<file path="config.mk">
export PLATFORM = sky130hd
export DESIGN_NAME = fp_normalizer_flat
export DESIGN_NICKNAME = d
export VERILOG_FILES = /design/src/rtl/fp_normalizer_if.sv /design/src/rtl/fp_normalizer.sv /design/src/flat_wrapper.sv
export SDC_FILE = /design/constraint.sdc
export NUM_CORES = 1
export LEC_CHECK = 0
export ABC_AREA = 1
export CAP_MARGIN = 20
export CORE_MARGIN = 2
export CORE_UTILIZATION = 56
export CTS_BUF_LIST = sky130_fd_sc_hd__clkbuf_8
export CTS_CLUSTER_SIZE = 20
export DETAILED_ROUTE_END_ITERATION = 8
export DONT_BUFFER_PORTS = 1
export PLACE_DENSITY = 0.71
export SYNTH_ARGS = -nofsm -noshare
export SYNTH_HDL_FRONTEND = slang
export SYNTH_SLANG_ARGS = --single-unit
</file>
<file path="constraint.sdc">
create_clock -name i_clk -period 5.3 [get_ports i_clk]
set_input_delay 0.795 -clock i_clk [delete_from_list [all_inputs] [get_ports i_clk]]
set_output_delay 0.795 -clock i_clk [all_outputs]
set_load 0.05 [all_outputs]
</file>
<file path="src/rtl/fp_normalizer_if.sv">
// rtl/fp_normalizer_if.sv - start/valid handshake bundle between the add/sub datapath, normalizer and rounder
interface fp_normalizer_if #(
  parameter int EXP_W  = 8,
  parameter int MANT_W = 23
);
  localparam int W = MANT_W + 5;

  logic             i_start;
  logic [W-1:0]     i_sig;
  logic [EXP_W-1:0] i_exp;
  logic             i_sign;
  logic             o_busy;
  logic             o_valid;
  logic [W-1:0]     o_sig;
  logic [EXP_W-1:0] o_exp;
  logic             o_sign;
  logic             o_zero;
  logic             o_overflow;
  logic             o_underflow;

  modport master (
    output i_start, i_sig, i_exp, i_sign,
    input  o_busy, o_valid, o_sig, o_exp, o_sign, o_zero, o_overflow, o_underflow
  );

  modport slave (
    input  i_start, i_sig, i_exp, i_sign,
    output o_busy, o_valid, o_sig, o_exp, o_sign, o_zero, o_overflow, o_underflow
  );
endinterface

</file>
<file path="src/rtl/fp_normalizer.sv">
// rtl/fp_normalizer.sv - post-operation significand normalizer with bounded per-cycle left shift
module fp_normalizer #(
  parameter int EXP_W  = 8,
  parameter int MANT_W = 23,
  parameter int STEP   = 4
) (
  input  logic           i_clk,
  input  logic           i_rst_n,
  fp_normalizer_if.slave bus
);
  localparam int W  = MANT_W + 5;
  localparam int RW = $clog2(W) + 1;
  localparam int CW = ((EXP_W > RW) ? EXP_W : RW) + 1;

  typedef enum logic [1:0] {S_IDLE, S_CHECK, S_SHIFT, S_DONE} state_t;

  state_t           state;
  logic [W-1:0]     sig_r;
  logic [EXP_W-1:0] exp_r;
  logic             sign_r;
  logic             unf_r;
  logic [RW-1:0]    rem_r;

  logic             busy_r;
  logic             valid_r;
  logic [W-1:0]     out_sig_r;
  logic [EXP_W-1:0] out_exp_r;
  logic             out_sign_r;
  logic             out_zero_r;
  logic             out_ovf_r;
  logic             out_unf_r;

  logic [RW-1:0]    lz;
  logic [W-1:0]     chk_sig;
  logic [EXP_W-1:0] chk_exp;
  logic [RW-1:0]    chk_rem;
  logic             chk_zero;
  logic             chk_ovf;
  logic             chk_unf;
  logic [RW-1:0]    amt;
  logic [W-1:0]     sig_shl;

  function automatic logic [RW-1:0] count_lz(input logic [W-2:0] v);
    count_lz = RW'(W - 1);
    for (int i = 0; i < W - 1; i++) begin
      if (v[i]) count_lz = RW'(W - 2 - i);
    end
  endfunction

  // Classification of the latched operand; only the registered sig feeds lz.
  always_comb begin
    lz       = count_lz(sig_r[W-2:0]);
    chk_sig  = sig_r;
    chk_exp  = exp_r;
    chk_rem  = '0;
    chk_zero = 1'b0;
    chk_ovf  = 1'b0;
    chk_unf  = 1'b0;
    if (exp_r == '1) begin
      chk_sig = sig_r;
    end else if (sig_r == '0) begin
      chk_zero = 1'b1;
      chk_exp  = '0;
    end else if (sig_r[W-1]) begin
      chk_sig = {1'b0, sig_r[W-1:2], sig_r[1] | sig_r[0]};
      chk_exp = exp_r + EXP_W'(1);
      if (chk_exp == '1) begin
        chk_ovf = 1'b1;
        chk_sig = '0;
      end
    end else if (CW'(lz) < CW'(exp_r)) begin
      chk_rem = lz;
      chk_exp = EXP_W'(CW'(exp_r) - CW'(lz));
    end else begin
      // Exponent runs out first: stop at the subnormal boundary.
      chk_rem = RW'(CW'(exp_r) - CW'(1));
      chk_exp = '0;
      chk_unf = 1'b1;
    end
  end

  always_comb begin
    amt     = (rem_r < RW'(STEP)) ? rem_r : RW'(STEP);
    sig_shl = sig_r << amt;
  end

  always_ff @(posedge i_clk or negedge i_rst_n) begin
    if (!i_rst_n) begin
      state      <= S_IDLE;
      sig_r      <= '0;
      exp_r      <= '0;
      sign_r     <= 1'b0;
      unf_r      <= 1'b0;
      rem_r      <= '0;
      busy_r     <= 1'b0;
      valid_r    <= 1'b0;
      out_sig_r  <= '0;
      out_exp_r  <= '0;
      out_sign_r <= 1'b0;
      out_zero_r <= 1'b0;
      out_ovf_r  <= 1'b0;
      out_unf_r  <= 1'b0;
    end else begin
      valid_r <= 1'b0;
      case (state)
        S_IDLE, S_DONE: begin
          if (bus.i_start) begin
            sig_r  <= bus.i_sig;
            exp_r  <= (bus.i_exp == '0) ? EXP_W'(1) : bus.i_exp;
            sign_r <= bus.i_sign;
            unf_r  <= 1'b0;
            rem_r  <= '0;
            busy_r <= 1'b1;
            state  <= S_CHECK;
          end else begin
            busy_r <= 1'b0;
            state  <= S_IDLE;
          end
        end
        S_CHECK: begin
          if (chk_rem == '0) begin
            out_sig_r  <= chk_sig;
            out_exp_r  <= chk_exp;
            out_sign_r <= sign_r;
            out_zero_r <= chk_zero;
            out_ovf_r  <= chk_ovf;
            out_unf_r  <= chk_unf;
            busy_r     <= 1'b0;
            valid_r    <= 1'b1;
            state      <= S_DONE;
          end else begin
            exp_r <= chk_exp;
            unf_r <= chk_unf;
            rem_r <= chk_rem;
            state <= S_SHIFT;
          end
        end
        S_SHIFT: begin
          sig_r <= sig_shl;
          rem_r <= rem_r - amt;
          if (rem_r == amt) begin
            out_sig_r  <= sig_shl;
            out_exp_r  <= exp_r;
            out_sign_r <= sign_r;
            out_zero_r <= 1'b0;
            out_ovf_r  <= 1'b0;
            out_unf_r  <= unf_r;
            busy_r     <= 1'b0;
            valid_r    <= 1'b1;
            state      <= S_DONE;
          end
        end
        default: begin
          busy_r <= 1'b0;
          state  <= S_IDLE;
        end
      endcase
    end
  end

  assign bus.o_busy      = busy_r;
  assign bus.o_valid     = valid_r;
  assign bus.o_sig       = out_sig_r;
  assign bus.o_exp       = out_exp_r;
  assign bus.o_sign      = out_sign_r;
  assign bus.o_zero      = out_zero_r;
  assign bus.o_overflow  = out_ovf_r;
  assign bus.o_underflow = out_unf_r;
endmodule

</file>
<file path="src/flat_wrapper.sv">
// flat-port wrapper written by rule: the top's interface ports become plain ports
module fp_normalizer_flat 
#(
  parameter int EXP_W  = 8,
  parameter int MANT_W = 23,
  parameter int STEP   = 4
)
  (i_clk, i_rst_n, bus_i_start, bus_i_sig, bus_i_exp, bus_i_sign, bus_o_busy, bus_o_valid, bus_o_sig, bus_o_exp, bus_o_sign, bus_o_zero, bus_o_overflow, bus_o_underflow);
  fp_normalizer_if #(.EXP_W(EXP_W), .MANT_W(MANT_W)) bus_i ();
  input  logic i_clk;
  input  logic i_rst_n;
  input wire logic [$bits(bus_i.i_start)-1:0] bus_i_start;
  input wire logic [$bits(bus_i.i_sig)-1:0] bus_i_sig;
  input wire logic [$bits(bus_i.i_exp)-1:0] bus_i_exp;
  input wire logic [$bits(bus_i.i_sign)-1:0] bus_i_sign;
  output wire logic [$bits(bus_i.o_busy)-1:0] bus_o_busy;
  output wire logic [$bits(bus_i.o_valid)-1:0] bus_o_valid;
  output wire logic [$bits(bus_i.o_sig)-1:0] bus_o_sig;
  output wire logic [$bits(bus_i.o_exp)-1:0] bus_o_exp;
  output wire logic [$bits(bus_i.o_sign)-1:0] bus_o_sign;
  output wire logic [$bits(bus_i.o_zero)-1:0] bus_o_zero;
  output wire logic [$bits(bus_i.o_overflow)-1:0] bus_o_overflow;
  output wire logic [$bits(bus_i.o_underflow)-1:0] bus_o_underflow;
  assign bus_i.i_start = bus_i_start;
  assign bus_i.i_sig = bus_i_sig;
  assign bus_i.i_exp = bus_i_exp;
  assign bus_i.i_sign = bus_i_sign;
  assign bus_o_busy = bus_i.o_busy;
  assign bus_o_valid = bus_i.o_valid;
  assign bus_o_sig = bus_i.o_sig;
  assign bus_o_exp = bus_i.o_exp;
  assign bus_o_sign = bus_i.o_sign;
  assign bus_o_zero = bus_i.o_zero;
  assign bus_o_overflow = bus_i.o_overflow;
  assign bus_o_underflow = bus_i.o_underflow;
  fp_normalizer #(.EXP_W(EXP_W), .MANT_W(MANT_W), .STEP(STEP)) u_core (.i_clk(i_clk), .i_rst_n(i_rst_n), .bus(bus_i));
endmodule
</file>
* Word-level counts from Yosys, hierarchy flattened
Cells that the tools add are included.
Storage, ports and cells: memories kept 0, latch bits 0, output and inout port bits 42, ROM bits 0, input bits 40, flip-flop bits (word level) 88, word-level logic and storage cells 135, bits in writable memories 0
Operators by class: multipliers 0, order comparisons 2, div/mod/pow operators 0, reductions and logical operators 14, mux-type cells 89, bitwise operators 1, equality and inequality tests 10, shifts and indexed selects 1, add/subtract/negate cells 4
Operators with widths (count):
- $mux W6 | 33
- $mux W28 | 6
- $pmux W28 S2 | 2
- $mux W8 | 9
- $pmux W8 S2 | 2
- $logic_not A28 Y1 | 1
- $shl A28 B6 Y28 | 1
- $mux W27 | 1
- $mux W1 | 26
- $pmux W6 S3 | 1
- $eq A8 B8 Y1 const B | 2
- $pmux W1 S2 | 6
- $add A8 B1 Y8 const B | 1
- $logic_not A8 Y1 | 1
- $lt A6 B8 Y1 | 1
- $reduce_and A2 Y1 | 4
- $sub A8 B6 Y8 | 1
- $eq A6 B6 Y1 | 1
- $logic_not A6 Y1 | 1
- $lt A6 B3 Y1 const B | 1
- $pmux W2 S3 | 1
- $reduce_and A3 Y1 | 2
- $reduce_bool A2 Y1 | 3
- $sub A6 B1 Y6 const B | 1
- 10 further kinds | 13

* Longest topological paths before layout
depth after elaboration 35, mapped depth 45

* Least setup slack after synthesis
OpenSTA, ideal clock, no wires.
kind reg-to-reg, from reg u_core.sig_r[2], to reg u_core.out_sig_r[0], in the netlist u_core.bus.o_sig[0], stages on the path, launching flop included 44, setup slack 1.376 ns, arrival time 3.805 ns, setup time 0.119 ns, required time 5.181 ns, period minus slack after synthesis 3.924 ns, path through dfrtp_1 -> inv_1 -> nand2_1 -> nand2_1 -> nand2_1 -> nand2_1 -> nand2_1 -> nand2_1 -> nand2_1 -> nand2_1 -> nand2_1 -> nand2_1 -> nand2_1 -> nand2_1 -> nand2_1 -> nand2_1 -> nand2_1 -> nand2_1 -> [8 not listed] -> ha_1 -> inv_1 -> fa_1 -> nand2_1 -> nand2_1 -> nand2_1 -> nand4_1 -> nand2_1 -> inv_1 -> nor2_1 -> inv_1 -> o22ai_1 -> nor4_4 -> nand3_2 -> nand2_4 -> buf_4 -> nand4_1 -> nand2_1
On the way: cells in the longest elaborated chain, start to end 33, elaborated cells between the ends (all ways) 40
Ends and longest elaborated chain:
- start: declaration | line fp_normalizer.sv:18 | logic [W-1:0] sig_r;
- start signal: assignment | line fp_normalizer.sv:108 | sig_r <= bus.i_sig;
- start signal: assignment | line fp_normalizer.sv:139 | sig_r <= sig_shl;
- $mux W6 (25 in series) | line fp_normalizer.sv:46 | if (v[i]) count_lz = RW'(W - 2 - i);
- $lt A6 B8 Y1 | line fp_normalizer.sv:71 | end else if (CW'(lz) < CW'(exp_r)) begin
- $mux W6 | line fp_normalizer.sv:71
- $mux W6 | line fp_normalizer.sv:64 | end else if (sig_r[W-1]) begin
- $mux W6 | line fp_normalizer.sv:61 | end else if (sig_r == '0) begin
- $mux W6 | line fp_normalizer.sv:59 | if (exp_r == '1) begin
- $logic_not A6 Y1 | line fp_normalizer.sv:121 | if (chk_rem == '0) begin
- $ne A2 B1 Y1 (no line)
- $reduce_and A3 Y1 (no line)
- end signal: assignment | line fp_normalizer.sv:122 | out_sig_r <= chk_sig;
- end signal: assignment | line fp_normalizer.sv:142 | out_sig_r <= sig_shl;
- end: declaration | line fp_normalizer.sv:26 | logic [W-1:0] out_sig_r;
Several ways; a longest one is shown, not always the timed one. The select of a mux whose other input is x is not followed. A chain may end at the register's enable or synchronous reset.

* Final worst setup path
from reg u_core.sig_r[1], to reg u_core.out_zero_r, in the netlist u_core.bus.o_zero
On the way: cells in the longest elaborated chain, start to end 34, elaborated cells between the ends (all ways) 39
Ends and longest elaborated chain:
- $mux W6 (26 in series) | line fp_normalizer.sv:46
- $lt A6 B8 Y1 | line fp_normalizer.sv:71
- $mux W6 | line fp_normalizer.sv:71
- $mux W6 | line fp_normalizer.sv:64
- $mux W6 | line fp_normalizer.sv:61
- $mux W6 | line fp_normalizer.sv:59
- $logic_not A6 Y1 | line fp_normalizer.sv:121
- $ne A2 B1 Y1 (no line)
- $reduce_and A3 Y1 (no line)
- end signal: assignment | line fp_normalizer.sv:125 | out_zero_r <= chk_zero;
- end: declaration | line fp_normalizer.sv:29 | logic out_zero_r;
Several ways; a longest one is shown, not always the timed one. The select of a mux whose other input is x is not followed.

==> impl_metrics.csv <==
group,metric,value,unit
route,wire_per_inst,19.3,um
synthesis,synth-main-ff-cell,"dfrtp_1",
timing,worst_pin_slew,1.33,ns
worst_setup_path,critPathLaunchType,"flop",
route,vias,6666,
route,first_pass_iters,6,
status,status,"complete, no violations",
floorplanning,start_util,0.578,
synthesis,ys_warn_count,0,
cts,cts.sinks,88,
placed_design,dp_hpwl,13.2,mm
synthesis,ys_seq_elements,88,
worst_setup_path,cp.arrival,5.15,ns
timing,finalSetupTns,0,ns
worst_setup_path,slowest_delay,0.43,ns
worst_setup_path,slowest_stage,"fa_1",
worst_setup_path,path_class,"reg2reg",
route,via_per_inst,6.40,
floorplanning,core,10900,um2
timing,fmaxAchievable,205,MHz
synthesis,synth_nets,974,
cts,cts_tree,"done",
synthesis,synth_area_per_cell,6.82,um2
route,drt-total-wl,20.1,mm
synthesis,async_flop_share,1.00,
cts,cts_buffer_depth,2,
global_route,grt_overflow_total,0,
global_route,grt_max_degree,89,
floorplanning,ioPinCount,82,
floorplanning,die_w,110,um
layout,drive_gt1_frac,0.0688,
floorplanning,die_h,110,um
worst_setup_path,required,5.58,ns
timing,hold_viol,0,
timing,hold_slack,0.0842,ns
worst_setup_path,critPathMaxFanout,12,
synthesis,syn_area,6290,um2
timing,min_period,4.87,ns
floorplanning,placementRows,38,
synthesis,synth_edf_count,0,
layout,area_delta_synth_final,5.73,%
cts,htreeDepth,3,
worst_setup_path,rr_startpoint,"u_core.sig_r[1]",
global_route,groute.usage.overall,0.325,
global_route,grt_pass1_vias,6073,
timing,finalCritPeriodShare,0.919,
synthesis,yosys-top-cells-area,"dfrtp_1 35%, nand2_1 16%, nor2_1 5.8%, o21ai_0 5.5%, nand4_1 5.4%",
synthesis,synth_top_area_share,0.350,
floorplanning,design.die.area,12100,um2
layout,antenna_cells,0,
timing,final_max_slew_viol_count,0,
synthesis,yosysTopAreaCell,"dfrtp_1",
worst_setup_path,cp-startpoint,"u_core.sig_r[1]",
worst_setup_path,cp-end-kind,"flop",
worst_setup_path,cpMostUsedCell,"nand2_1",
route,drt_iter0_drc,715,
cts,cts_inserted_buffers,9,
synthesis,synth_cells,922,
timing,relSlewSlack,0.114,
layout,num-fill-cells,1024,
placed_design,place.port_buffers,0,
timing,finalClockSkew,0.00872,ns
layout,nets,948,
cts,clkTransAtPathRegs,0.10,ns
placed_design,finalWeightedCongestion,0.970,
route,drc,0,
global_route,grt_pass1_wl,30.7,mm
cts,clk_latency,0.39,ns
synthesis,netlist-cell-type-count,43,
cts,cts-root-buf,"clkbuf_8",
route,ant_nets,0,
flow_run,cap_violations,0,
timing,setup_viol,0,
global_route,antenna_found_initial,0,
hold_path,min_path_type,"in2async",
synthesis,synth-seq-area-share,0.350,
## synthesized netlist by cell type, drive strengths merged (8+ instances only)
cell type,n
xor2,9
o2111ai,11
a31oi,33
nor3,11
inv,69
ha,11
nand2,273
nand4,56
nor2,103
o22ai,9
nand3,27
o21ai,70
clkbuf,41
dfrtp,88
a21oi,55
buf,12
o211ai,13
nor4,8
## flip-flops by register name (all words and copies together), names as in the netlist, 2 cells and up
| signal | count |
|---|---|
| u_core.bus.o_exp | 8 |
| u_core.bus.o_sig | 28 |
| u_core.state | 2 |
| u_core.sig_r | 28 |
| u_core.rem_r | 6 |
| u_core.exp_r | 8 |
## cells by family (layout without fill, tap and decap cells)
family,count (synthesis),after routing,synth area share
simple gates,479,486,0.333
compound gates,206,206,0.193
buf+inv,125,97,0.0822
flops,88,88,0.350
fa+ha+maj,12,12,0.0251
xor+xnor,10,10,0.0139
other cells,1,1,0.000596
mux,1,1,0.00179
## cell type report
class                   count  area, um2  share of cell area
multi-input cells         716       3740               0.562
inverters                  72        270              0.0406
clock buffers              10        138              0.0207
flip-flops and latches     88       2200               0.331
clock inverters             6       60.1             0.00903
repair buffers              9       67.6              0.0102
well taps                 140        175              0.0263
## critical path, delay by kind of cell (launching register included)
kind / cells / cell delay [ns]
AOI/OAI and AO/OA: 2 / 0.31
adders and majority gates: 2 / 0.63
buffers and inverters: 3 / 0.28
DFF: 1 / 0.41
and+or+nand+nor: 36 / 3.09
## metal layers
layer	wire length, um	global-route usage	vias to the layer above	part of all wire
li1	-	-	3110	-
met1	8970	0.465	3140	0.45
met2	8610	0.483	368	0.43
met3	1980	0.0758	48	0.098
met4	521	0.108	0	0.026
met5	0	0	-	0
## placed cells by master, fill, tap and decap left out, types with 3 or more instances in the layout
cell       instances
clkbuf_8          10
o221ai_1           5
inv_1             64
nand2_1          268
nand3_4            8
a22oi_1            5
o2111ai_1         11
a31oi_1           33
nor4_1             6
buf_4              9
nand3_1           23
clkinv_1           3
nand4_1           54
nor3_1            11
nand2_2            4
ha_1              11
o21ai_0           69
xor2_1             9
nor2_2             7
o211ai_1          13
a21oi_1           55
nor2_1            96
inv_2              6
o22ai_1            7
dfrtp_1           88
## stage by stage
| step | worst slack, ns | instances | utilization | area, um2 |
|---|---|---|---|---|
| after floorplan | 1.38 | 922 | - | 6290 |
| after global placement | 0.302 | 1017 | 0.577 | 6280 |
| after detailed placement | 0.155 | 1017 | 0.577 | 6280 |
| after CTS | 0.115 | 1033 | 0.595 | 6480 |
| after global routing | -0.0368 | 1041 | 0.611 | 6650 |
| final | 0.431 | 1041 | 0.611 | 6650 |
## worst paths after layout
path                                endpoint  slack (ns)  cells past startpoint
min in group i_clk              u_core.unf_r        0.52                      2
setup / recovery           u_core.bus.o_zero        0.43                     43
hold reg to reg                 u_core.unf_r        0.52                      2
max in group asynchronous    u_core.exp_r[0]        5.10                      0
hold / removal              u_core.sig_r[14]        0.08                      0
setup reg to reg           u_core.bus.o_zero        0.43                     43
## what timing repair did
item | CTS | global route
hold buffers | 0 | 0
buffers inserted | 0 | 1
resized for setup | 0 | 14
setup endpoints to repair | 0 | 56
Power is not shown: default switching activity piles up to over one toggle a cycle in this logic, so the estimate is an artifact.
